File: src/rtl/matrix_loader.sv
// rtl/matrix_loader.sv - byte-stream operand packer and sequencer for matrix_multiplication
//
// Collects 18 signed bytes, packs bytes 0-8 into A and bytes 9-17 into B
// (row-major, byte n at bits n*8 +: 8), pulses mult_reset, runs the
// multiplier until done or a watchdog expiry, then pulses job_done.
//
// Ports:
//   Clock       system clock, rising edge
//   reset       synchronous active-high reset
//   in_data     operand byte (two's complement)
//   in_valid    in_data valid
//   in_ready    loader accepts a byte this cycle
//   A, B        packed 3x3 operand matrices to the multiplier
//   mult_reset  one-cycle clear pulse to the multiplier
//   Enable      multiplier enable
//   done        multiplier completion flag
//   job_done    one-cycle pulse, result on C is valid
//   error       sticky timeout flag, cleared only by reset
//   byte_count  bytes accepted in the current job, 0-18

module matrix_loader #(
   parameter int TIMEOUT = 64
) (
   input  logic        Clock,
   input  logic        reset,
   input  logic [7:0]  in_data,
   input  logic        in_valid,
   output logic        in_ready,
   output logic [71:0] A,
   output logic [71:0] B,
   output logic        mult_reset,
   output logic        Enable,
   input  logic        done,
   output logic        job_done,
   output logic        error,
   output logic [4:0]  byte_count
);

   typedef enum logic [1:0] {S_LOAD, S_CLEAR, S_RUN, S_FINISH} state_t;

   localparam logic [7:0] WD_LAST = 8'(TIMEOUT - 1);

   state_t       state;
   // A occupies the low 72 bits and B the high 72 bits, so byte n of the
   // stream always lands at bit n*8 regardless of which matrix it belongs to.
   logic [143:0] operands;
   logic [7:0]   watchdog;

   assign A = operands[71:0];
   assign B = operands[143:72];

   // Outputs are registered and updated on the same edge as the state, so
   // each one equals the decode of the state it accompanies.
   always_ff @(posedge Clock) begin
      if (reset) begin
         state      <= S_LOAD;
         operands   <= '0;
         watchdog   <= '0;
         byte_count <= '0;
         in_ready   <= 1'b1;
         mult_reset <= 1'b0;
         Enable     <= 1'b0;
         job_done   <= 1'b0;
         error      <= 1'b0;
      end else begin
         mult_reset <= 1'b0;
         job_done   <= 1'b0;
         case (state)
            S_LOAD: begin
               if (in_valid && in_ready) begin
                  operands[{byte_count, 3'b000} +: 8] <= in_data;
                  byte_count <= byte_count + 5'd1;
                  if (byte_count == 5'd17) begin
                     state      <= S_CLEAR;
                     in_ready   <= 1'b0;
                     mult_reset <= 1'b1;
                  end
               end
            end
            S_CLEAR: begin
               state      <= S_RUN;
               byte_count <= '0;
               watchdog   <= '0;
               Enable     <= 1'b1;
            end
            S_RUN: begin
               // done wins over an expiry landing in the same cycle
               if (done) begin
                  state    <= S_FINISH;
                  Enable   <= 1'b0;
                  job_done <= 1'b1;
               end else if (watchdog == WD_LAST) begin
                  state    <= S_FINISH;
                  Enable   <= 1'b0;
                  job_done <= 1'b1;
                  error    <= 1'b1;
               end else begin
                  watchdog <= watchdog + 8'd1;
               end
            end
            S_FINISH: begin
               state    <= S_LOAD;
               in_ready <= 1'b1;
            end
            default: begin
               state    <= S_LOAD;
               in_ready <= 1'b1;
               Enable   <= 1'b0;
            end
         endcase
      end
   end

endmodule

File: config.mk
export PLATFORM = sky130hd
export DESIGN_NAME = matrix_loader
export DESIGN_NICKNAME = d
export VERILOG_FILES = /design/src/rtl/matrix_loader.sv
export SDC_FILE = /design/constraint.sdc
export NUM_CORES = 1
export LEC_CHECK = 0
export ABC_AREA = 1
export CORE_MARGIN = 4
export CORE_UTILIZATION = 50
export CTS_CLUSTER_SIZE = 20
export DETAILED_ROUTE_END_ITERATION = 10
export PLACE_DENSITY = 0.82
export SLEW_MARGIN = 5
export SYNTH_ARGS = -nofsm -noshare
export SYNTH_HDL_FRONTEND = slang
export SYNTH_SLANG_ARGS = --single-unit
File: constraint.sdc
create_clock -name Clock -period 2.6 [get_ports Clock]
set_input_delay 0.52 -clock Clock [delete_from_list [all_inputs] [get_ports Clock]]
set_output_delay 0.52 -clock Clock [all_outputs]
set_load 0.1 [all_outputs]
; After elaboration in Yosys (flattened, before gate mapping)
; Index checks and enable logic that the tools add are counted.
[classes]
add_sub_neg = 3
eq_ne = 10
shifts = 2
muxes = 20
bitwise = 4
n_reduce_logical = 14
[op_table]
columns = operator, n
row1 = bitwise mux 144 bit, 1
row2 = "variable shift 8 x 10 -> 144 bit, first input constant", 1
row3 = variable part select 8 x 10 -> 144 bit, 1
row4 = 2-to-1 mux 8 bit, 2
row5 = case mux 8 bit (2 select lines), 1
row6 = AND reduction 3 bit, 4
row7 = negator 8 -> 10 bit, 1
row8 = case mux 5 bit (2 select lines), 1
row9 = "adder 8 x 1 -> 8 bit, second input constant", 1
row10 = "equality test 8 x 6 -> 1 bit, second input constant", 1
row11 = 2-to-1 mux 2 bit, 4
row12 = "!= test 2 bit, second input constant", 4
row13 = case mux 2 bit (4 select lines), 1
row14 = 2-to-1 mux 1 bit, 7
row15 = AND reduction 2 bit, 3
row16 = nonzero test 2 bit, 3
row17 = "adder 5 x 1 -> 5 bit, second input constant", 1
row18 = "equality test 5 bit, second input constant", 1
row19 = 2-to-1 mux 5 bit, 1
row20 = "equality test 2 bit, second input constant", 2
row21 = inverter 1 bit, 4
row22 = case mux 1 bit (2 select lines), 2
row23 = "!= test 3 bit, second input constant", 1
row24 = OR reduction 3 bit, 1
row25 = 4 further kinds, 4
[totals]
register_bits = 164
in_bits = 12
wordCells = 62

; Longest topological paths before layout
; Gate-level depths: netlist (run 1).
[logic_depth]
word_depth = 4
ltp_mapped = 13
depth_no_buf = 11

; Least setup slack after synthesis (run 1)
; OpenSTA, ideal clock, no wires.
[synth_timing]
path_type = reg2reg
from = register byte_count[0]
to = register operands[36]
setup_ns = 0.113
arrival_time_ns = 2.712
t_required_ns = 2.487
path_slack_ns = -0.224
path_stages_with_launch = 11
path_cell_list = dfxtp_1 buf_2 inv_1 ha_1 xnor2_4 inv_4 nor2_8 nand3_4 buf_6 nor2_1 nor2_1
[synth_between]
elab_chain_cells = 3
[synth_rtl]
columns = item, line_no
row1 = start: declaration, 36  ; output logic [4:0] byte_count
row2 = start signal: assignment, 72  ; byte_count <= byte_count + 5'd1;
row3 = negator 8 -> 10 bit *, 71  ; operands[{byte_count, 3'b000} +: 8] <= in_data;
row4 = variable part select 8 x 10 -> 144 bit / variable shift 8 x 10 -> 144 bit (equally long branches), 71
row5 = bitwise mux 144 bit *, 71
row6 = end signal: indexed assignment, 71
row7 = end: declaration, 46  ; logic [143:0] operands;
; Mark *: on every way between the ends. The rest lies on a longest branch, timed or not.
; A chain may end at the register's enable or synchronous reset.

; Worst setup path in the final report (run 1)
[layout_timing]
from = register byte_count[1]
to = register operands[36]
; Same word-level chain as after synthesis.

==> summary.txt, run 1 <==
Floorplanning
  • Die X-Extent: 128.9 um
  • # IOs: 166
  • Placement Rows: 43
  • Initial Utilization: 0.5188
  • Die Y: 128.9 um
  • Placeable core area: 0.01410 mm2
  • Die area: 0.01663 mm2

Route
  • Via/cell ratio: 4.841
  • Remaining antenna violation count: 0
  • WL/cell: 13.95 um
  • Initial DRC count: 519
  • # DRC: 0
  • Final wirelength: 19,980 um
  • DR vias: 6,933
  • Drt first pass iters: 5

Clock tree
  • Post-CTS Resized: 0
  • CTS Buf Count: 17
  • Clk Tree Root Cell: clkbuf_16
  • Clk_lat worst skew: 0.43 ns
  • H-tree Lvls: 4
  • Clock buffer depth: 2
  • Post CTS Setup Buffer Count: 0
  • Hold-fix buffers, CTS: 0
  • Clock sinks: 164
  • Clock-pin transition on the worst setup and hold timing paths: 0.06 ns
  • CTS tree: done

Placed design
  • Setup WS pre-CTS: 0.2637 ns
  • GPL Wtd Cong: 0.8330
  • PortBufs: 165
  • DP Wirelength: 14,380 um

Final layout
  • Layout cell share with drive strength beyond 1: 0.1973
  • NumNets Final: 1,263
  • Layout fillers: 1,243
  • N_diodes: 0
  • Area Overhead vs Synth: 28.61%

STA
  • Final WS setup: 0.3312 ns
  • Crit share post-route: 0.8726
  • Post-route setup TNS: 0 ns
  • Fmax: 440.8 MHz
  • Setup-violating endpoint count in the final report: 0
  • Fin. max-slew vios: 0
  • Tightest Pin Transition: 0.4705 ns
  • Fin. Hold Viols: 0
  • RSZ-0062 raised after global routing: false
  • Worst clock skew: 0.009064 ns
  • Worst slew margin: 0.6854
  • Period minus WS final: 2.269 ns

Synthesis
  • Largest area contributor in the netlist: dfxtp_1
  • Synthesized cell area: 0.007313 mm2
  • Sequential area share after synthesis: 0.4489
  • Post-synthesis cell count: 1,073
  • Post-synth top area share: 0.4489
  • Synth unique cells: 33
  • Avg Inst Size Synth: 6.816 um2
  • Synth area leaders: dfxtp_1 45%, nand2_1 17%, nor2_1 15%
  • Synthesis warning total: 0
  • Synth Register Bits: 164
  • Syn Nets: 1,097

Power
  • Maximum vdd ir drop: 0.0005842 V
  • Net Switching: 2.651 mW
  • Seq pwr share: 0.362
  • Clock share of power: 0.367
  • Int Power: 4.711 mW
  • Lkg Pwr: 4.420 nW
  • Logic pwr share: 0.272
  • Switch share: 0.3601
  • Power Density: 782.8 mW/mm2

Critical path
  • CP Capture Type: register
  • Worst Path Required: 2.92 ns
  • WS Path Type: reg -> reg
  • CP cell instances: inv_1 > ha_1 > xnor2_4 > inv_4 > buf_4 > nor2_8 > nand3_4 > nor2_1 > nor2_1
  • Worst stage delay on the critical path: 0.43 ns
  • Slowest-stage cell, CP: dfxtp_2
  • Crit-path max FO: 16
  • Most used cell, CP: nor2_1
  • Startpoint class of the critical path: register
  • CP Data Arrival Time: 2.59 ns

Global routing
  • Initial antenna violation count: 0
  • Grt total ovfl: 0
  • Global-route wire length before repair: 31,600 um
  • Largest net degree at the start of global routing: 65
  • Tot GR Track Use: 0.2390
  • Vias in the first global route: 6,348

Outcome
  • Status: complete, no violations

Worst hold path
  • Worst hold path type: reg -> reg

Run
  • Max-capacitance violation count: 0
power by group through the flow:
| stage | combinational [mW] | sequential (mW) | clock (mW) |
|---|---|---|---|
| floorplan | 0.966 | 3.25 | 0 |
| global placement | 1.98 | 2.71 | 0 |
| detailed placement | 1.99 | 2.72 | 0 |
| CTS | 2.00 | 2.66 | 2.73 |
| global route | 2.14 | 2.67 | 2.83 |
| finish | 2.00 | 2.66 | 2.70 |
logic make-up (layout without fill, tap and decap cells):
| logic type | Yosys count | in the layout | share of synthesized area |
|---|---|---|---|
| DFF | 164 | 164 | 0.4489 |
| AOI/OAI and AO/OA | 55 | 55 | 0.03832 |
| buffers and inverters | 129 | 308 | 0.07613 |
| adders and majority gates | 12 | 12 | 0.02053 |
| and+or+nand+nor | 708 | 708 | 0.4075 |
| xor gates and xnor gates | 5 | 5 | 0.008556 |
cells in the final DEF (no fill, tap or decap), types with 4 or more instances in the layout:
cell | netlist | final
nand2_1 | 323 | 323
nor2_1 | 299 | 299
buf_4 | 5 | 170
dfxtp_1 | 164 | 162
inv_1 | 86 | 85
a21oi_1 | 36 | 36
nand3_1 | 22 | 22
o21ai_0 | 17 | 17
clkbuf_16 | 0 | 17
nand4_1 | 15 | 15
nor2_4 | 12 | 12
ha_1 | 12 | 12
clkdlybuf4s50_1 | 0 | 11
nor3_1 | 10 | 10
nand3_2 | 7 | 7
nor2_2 | 7 | 7
nand2_4 | 4 | 4
inv_4 | 3 | 4
bufinv_16 | 0 | 4
Yosys cell counts:
cell type / n
nand4_1: 15
nor3_1: 10
xor2_1: 3
xnor2_1: 1
a21oi_1: 36
o21a_1: 1
nor2_4: 12
nand3_4: 2
inv_4: 3
buf_1: 3
nand2_1: 323
clkbuf_1: 16
nor3b_1: 1
o21ai_0: 17
clkinv_1: 2
inv_1: 86
nor2_8: 1
a211oi_1: 1
nor2_2: 7
nand3_2: 7
buf_6: 5
nand3_1: 22
nand2_2: 2
ha_1: 12
nand2_4: 4
dfxtp_1: 164
and2_1: 2
xnor2_4: 1
nor2_1: 299
buf_4: 5
nor3_2: 1
inv_2: 2
buf_2: 7
routing by layer:
layer	GRT usage	up-vias	share of wire
met3	0.07680	17	0.080
met2	0.4018	193	0.48
met1	0.2940	3118	0.43
li1	-	3605	-
met4	0.06918	0	0.011
met5	0	-	0
through the flow:
stage,util,hold slack [ns],total power [mW],instances,cell area (um2)
after floorplan,-,0.4584,4.214,1073,7316
after global placement,0.6221,0.4494,4.690,1400,8770
after detailed placement,0.6221,0.4587,4.709,1400,8770
after CTS,0.6672,0.4696,7.386,1432,9405
after global routing,0.6672,0.4915,7.647,1432,9405
final,0.6672,0.4701,7.362,1432,9405
registers in the layout, indices dropped and copies added, names as in the netlist, 2 cells and up:
name and flops:
operands 144, state 2, byte_count 5, watchdog 8
layout make-up:
cell class	instances	area, um2	area share
Multi-Input combinational cell	780	3473	0.3693
Clock inverter	11	175.2	0.01862
Inverter	93	359.1	0.03818
Tap cell	180	225.2	0.02395
Clock buffer	21	460.4	0.04896
Sequential cell	164	3286	0.3493
Timing Repair Buffer	183	1426	0.1517
critical path: cells and delay by family, from the launching register on:
family | cells | cell delay (ns)
XOR/XNOR | 1 | 0.42
adder cells (fa/ha/maj) | 1 | 0.27
buffers and inverters | 3 | 0.42
flip-flops | 1 | 0.43
AND/OR/NAND/NOR | 4 | 0.63
path summary, 6_finish.rpt:
| path | from | to | slack [ns] | cells after the start |
|---|---|---|---|---|
| worst min-delay path | error | error | 0.47 | 1 |
| worst max-delay path | byte_count[1] | operands[36] | 0.33 | 9 |
| worst max register to register | byte_count[1] | operands[36] | 0.33 | 9 |
| worst min register to register | error | error | 0.47 | 1 |
Power figures use the tool's default switching activity.
==> run 2: changes to the inputs <==
Settings changed: ABC_AREA 1 to unset.
==> summary.txt, run 2 <==
STA
  • Fin. Hold Viols: 0 (unchanged)
  • Fin. max-slew vios: 0 (unchanged)
  • Worst clock skew: 0.01044 ns (was 0.009064 ns)
  • WHS: 0.4669 ns (was 0.4701 ns)
  • Setup-violating endpoint count in the final report: 0 (unchanged)
  • Fmax: 405.1 MHz (was 440.8 MHz)
  • Tightest Pin Transition: 0.9540 ns (was 0.4705 ns)
  • Crit share post-route: 0.9493 (was 0.8726)
  • Worst slew margin: 0.3629 (was 0.6854)
  • Period minus WS final: 2.468 ns (was 2.269 ns)
  • RSZ-0062 raised after global routing: true (was false)

Global routing
  • Grt total ovfl: 0 (unchanged)
  • Tot GR Track Use: 0.2354 (was 0.2390)
  • Initial antenna violation count: 0 (unchanged)
  • Largest net degree at the start of global routing: 133 (was 65)
  • Vias in the first global route: 5,803 (was 6,348)
  • Global-route wire length before repair: 30,300 um (was 31,600 um)

Power
  • Int Power: 4.478 mW (was 4.711 mW)
  • Seq pwr share: 0.416 (was 0.362)
  • Power Density: 677.7 mW/mm2 (was 782.8 mW/mm2)
  • Lkg Pwr: 3.752 nW (was 4.420 nW)
  • Logic pwr share: 0.168 (was 0.272)
  • Design Power: 6.278 mW (was 7.362 mW)
  • Maximum vdd ir drop: 0.0004226 V (was 0.0005842 V)
  • Net Switching: 1.800 mW (was 2.651 mW)
  • Switch share: 0.2867 (was 0.3601)
  • Clock share of power: 0.417 (was 0.367)

Final layout
  • Cell Count, Final, Fillers Out: 1,085 (was 1,432)
  • Biggest regs: operands (144), watchdog (8), byte_count (5) (unchanged)
  • Multi-input logic area: 0.003643 mm2 (was 0.003473 mm2)
  • Reg area: 0.003292 mm2 (was 0.003286 mm2)
  • Post-Route Utilization: 0.6674 (was 0.6672)
  • Commonest non-fill, non-tap cell in the layout: buf_4 (was nand2_1)
  • Layout cell share with drive strength beyond 1: 0.2552 (was 0.1973)
  • Commonest cells after routing, fill and taps aside: 173 x buf_4, 161 x dfxtp_1, 128 x nand2b_1, 121 x mux2i_1, 54 x nand2_1 (was 323 x nand2_1, 299 x nor2_1, 170 x buf_4, 162 x dfxtp_1, 85 x inv_1)
  • Max reg flops: 144 (unchanged)
  • Area Overhead vs Synth: 30.91% (was 28.61%)
  • Largest Register: operands (unchanged)
  • Final Cell Area: 0.009264 mm2 (was 0.009405 mm2)
  • NumNets Final: 916 (was 1,263)
  • Layout fillers: 1,139 (was 1,243)
  • N_diodes: 0 (unchanged)

Route
  • Initial DRC count: 516 (was 519)
  • Drt first pass iters: 5 (unchanged)
  • # DRC: 0 (unchanged)
  • Via/cell ratio: 5.393 (was 4.841)
  • Remaining antenna violation count: 0 (unchanged)
  • Final wirelength: 19,230 um (was 19,980 um)
  • DR vias: 5,851 (was 6,933)
  • WL/cell: 17.72 um (was 13.95 um)

Critical path
  • Slowest-stage cell, CP: dfxtp_4 (was dfxtp_2)
  • Worst Path Required: 2.95 ns (was 2.92 ns)
  • WS Path Type: reg -> reg (unchanged)
  • Delay-heaviest family, CP: compound AO/OA/AOI/OAI gates (was simple AND/OR/NAND/NOR gates)
  • CP cell instances: inv_1 > ha_1 > or2_1 > o31ai_1 > o21ai_2 > a2111oi_4 > buf_4 > mux2i_1 (was inv_1 > ha_1 > xnor2_4 > inv_4 > buf_4 > nor2_8 > nand3_4 > nor2_1 > nor2_1)
  • CP Data Arrival Time: 2.82 ns (was 2.59 ns)
  • R2R setup slack: 0.13 ns (was 0.33 ns)
  • CP Buf/Inv Count: 2 (was 3)
  • Crit-path max FO: 17 (was 16)
  • Startpoint class of the critical path: register (unchanged)
  • Worst stage delay on the critical path: 0.45 ns (was 0.43 ns)
  • R2R depth: 8 (was 9)
  • R2r endpoint: operands[142] (was operands[36])
  • Critical Path Stages: 8 (was 9)
  • Reg-to-Reg Start: byte_count[0] (was byte_count[1])
  • CP Capture Type: register (unchanged)

Synthesis
  • Most used DFF post-synth: dfxtp_1 (unchanged)
  • Syn Nets: 744 (was 1,097)
  • Synthesis warning total: 0 (unchanged)
  • Synthesized cell area: 0.007077 mm2 (was 0.007313 mm2)
  • Post-synth top area share: 0.4639 (was 0.4489)
  • Sequential area share after synthesis: 0.4639 (was 0.4489)
  • Post-synth top cells: 164 x dfxtp_1, 128 x nand2b_1, 121 x mux2i_1, 54 x nand2_1, 34 x nor2_1 (was 323 x nand2_1, 299 x nor2_1, 164 x dfxtp_1, 86 x inv_1, 36 x a21oi_1)
  • Post-synthesis cell count: 720 (was 1,073)
  • Async set-reset flop share out of synthesis: 0 (unchanged)
  • Synth Register Bits: 164 (unchanged)
  • Avg Inst Size Synth: 9.829 um2 (was 6.816 um2)
  • Largest area contributor in the netlist: dfxtp_1 (unchanged)
  • Most common cell in the netlist: dfxtp_1 (was nand2_1)
  • Synth area leaders: dfxtp_1 46%, mux2i_1 17%, nand2b_1 11% (was dfxtp_1 45%, nand2_1 17%, nor2_1 15%)
  • Synth unique cells: 53 (was 33)
  • Post-synth EDFFs: 0 (unchanged)

Floorplanning
  • Die Y: 127.0 um (was 128.9 um)
  • Initial Utilization: 0.5098 (was 0.5188)
  • Placeable core area: 0.01388 mm2 (was 0.01410 mm2)
  • Placement Rows: 43 (unchanged)
  • Die X-Extent: 127.0 um (was 128.9 um)
  • Die area: 0.01612 mm2 (was 0.01663 mm2)
  • # IOs: 166 (unchanged)

Placed design
  • Placed Area: 0.008617 mm2 (was 0.008770 mm2)
  • DP Wirelength: 13,750 um (was 14,380 um)
  • PortBufs: 165 (unchanged)
  • # placed instances: 1,053 (was 1,400)
  • GPL Wtd Cong: 0.9445 (was 0.8330)

Clock tree
  • Clock buffer depth: 2 (unchanged)
  • H-tree Lvls: 4 (unchanged)
  • Hold-fix buffers, CTS: 0 (unchanged)
  • Clock sinks: 164 (unchanged)
  • Clock-pin transition on the worst setup and hold timing paths: 0.06 ns (about the same)
  • CTS tree: done (unchanged)
  • CTS Buf Count: 17 (unchanged)
  • Clk Tree Root Cell: clkbuf_16 (unchanged)
  • Clk_lat worst skew: 0.43 ns (about the same)

Run
  • Max-capacitance violation count: 0 (unchanged)

Worst hold path
  • WHS Endpoint: operands[115] (was error)
  • Hold Path Origin: operands[115] (was error)
  • Worst hold path type: reg -> reg (unchanged)
  • Worst hold stages: 2 (was 1)

Outcome
  • Status: complete, no violations (unchanged)
[run 2: changes by cell type after synthesis, sizes merged, moves of 12 or more]
cell,delta
nand2,-275
a21oi,-19
inv,-83
buf,-12
nand3b,+17
mux2i,+121
nand2b,+128
nor2,-274
[run 2: kinds of logic (layout without fill, tap and decap cells)]
kind of cell | Yosys count | count (layout) | share of synthesized area
fa+ha+maj | 12 | 12 | 0.02122
compound gates | 69 | 69 | 0.06365
mux | 121 | 121 | 0.1711
buf+inv | 40 | 225 | 0.02458
xor+xnor | 4 | 4 | 0.004951
simple gates | 310 | 310 | 0.2505
flops | 164 | 164 | 0.4639
[run 2: area by class of cell]
| class | count | area share |
|---|---|---|
| Multi-Input combinational cell | 516 | 0.3933 |
| Sequential cell | 164 | 0.3553 |
| Timing Repair Buffer | 185 | 0.1553 |
| Clock buffer | 23 | 0.05605 |
| Tap cell | 180 | 0.02431 |
| Clock inverter | 9 | 0.01243 |
| Inverter | 8 | 0.003241 |
[run 2: tightest hold or removal path, cell delays in order (launching register included)]
cell     delay, ns
dfxtp_1       0.31
nand2_1       0.05
a21oi_1       0.05
[run 2: what timing repair did]
item	CTS	global route
gates resized for setup	0	2
buffers inserted	0	0
endpoints found under the setup margin	0	33
[run 2: power by group through the flow]
| stage | sequential [mW] | combinational, mW | clock, mW |
|---|---|---|---|
| 2_1_floorplan | 2.92 | 0.506 | 0 |
| 3_3_place_gp | 2.66 | 1.01 | 0 |
| 3_5_place_dp | 2.66 | 1.03 | 0 |
| 4_1_cts | 2.61 | 1.03 | 2.66 |
| 5_1_grt | 2.62 | 1.11 | 2.76 |
| 6_report | 2.61 | 1.05 | 2.62 |
[run 2: stage by stage]
stage | setup TNS [ns] | setup slack [ns]
floorplan | 0 | 0.01177
global placement | 0 | 0.09938
detailed placement | 0 | 0.04476
CTS | 0 | 0.07361
global route | -0.02259 | -0.01649
finish | 0 | 0.1317
[run 2: routing by layer]
metal / vias up / track usage / share of wire
met2: 214 / 0.3988 / 0.49
met5: - / 0 / 0
met4: 0 / 0.07950 / 0.015
li1: 2826 / - / -
met3: 24 / 0.05059 / 0.065
met1: 2787 / 0.2989 / 0.43
[run 2: worst max path at each step]
stage | start | end | slack (ns)
global route | byte_count[0] | operands[83] | -0.02
CTS | byte_count[0] | operands[67] | 0.07
finish | byte_count[0] | operands[142] | 0.13
detailed placement | in_valid | operands[67] | 0.04
floorplan | byte_count[1] | operands[136] | 0.01
global placement | in_valid | operands[35] | 0.1
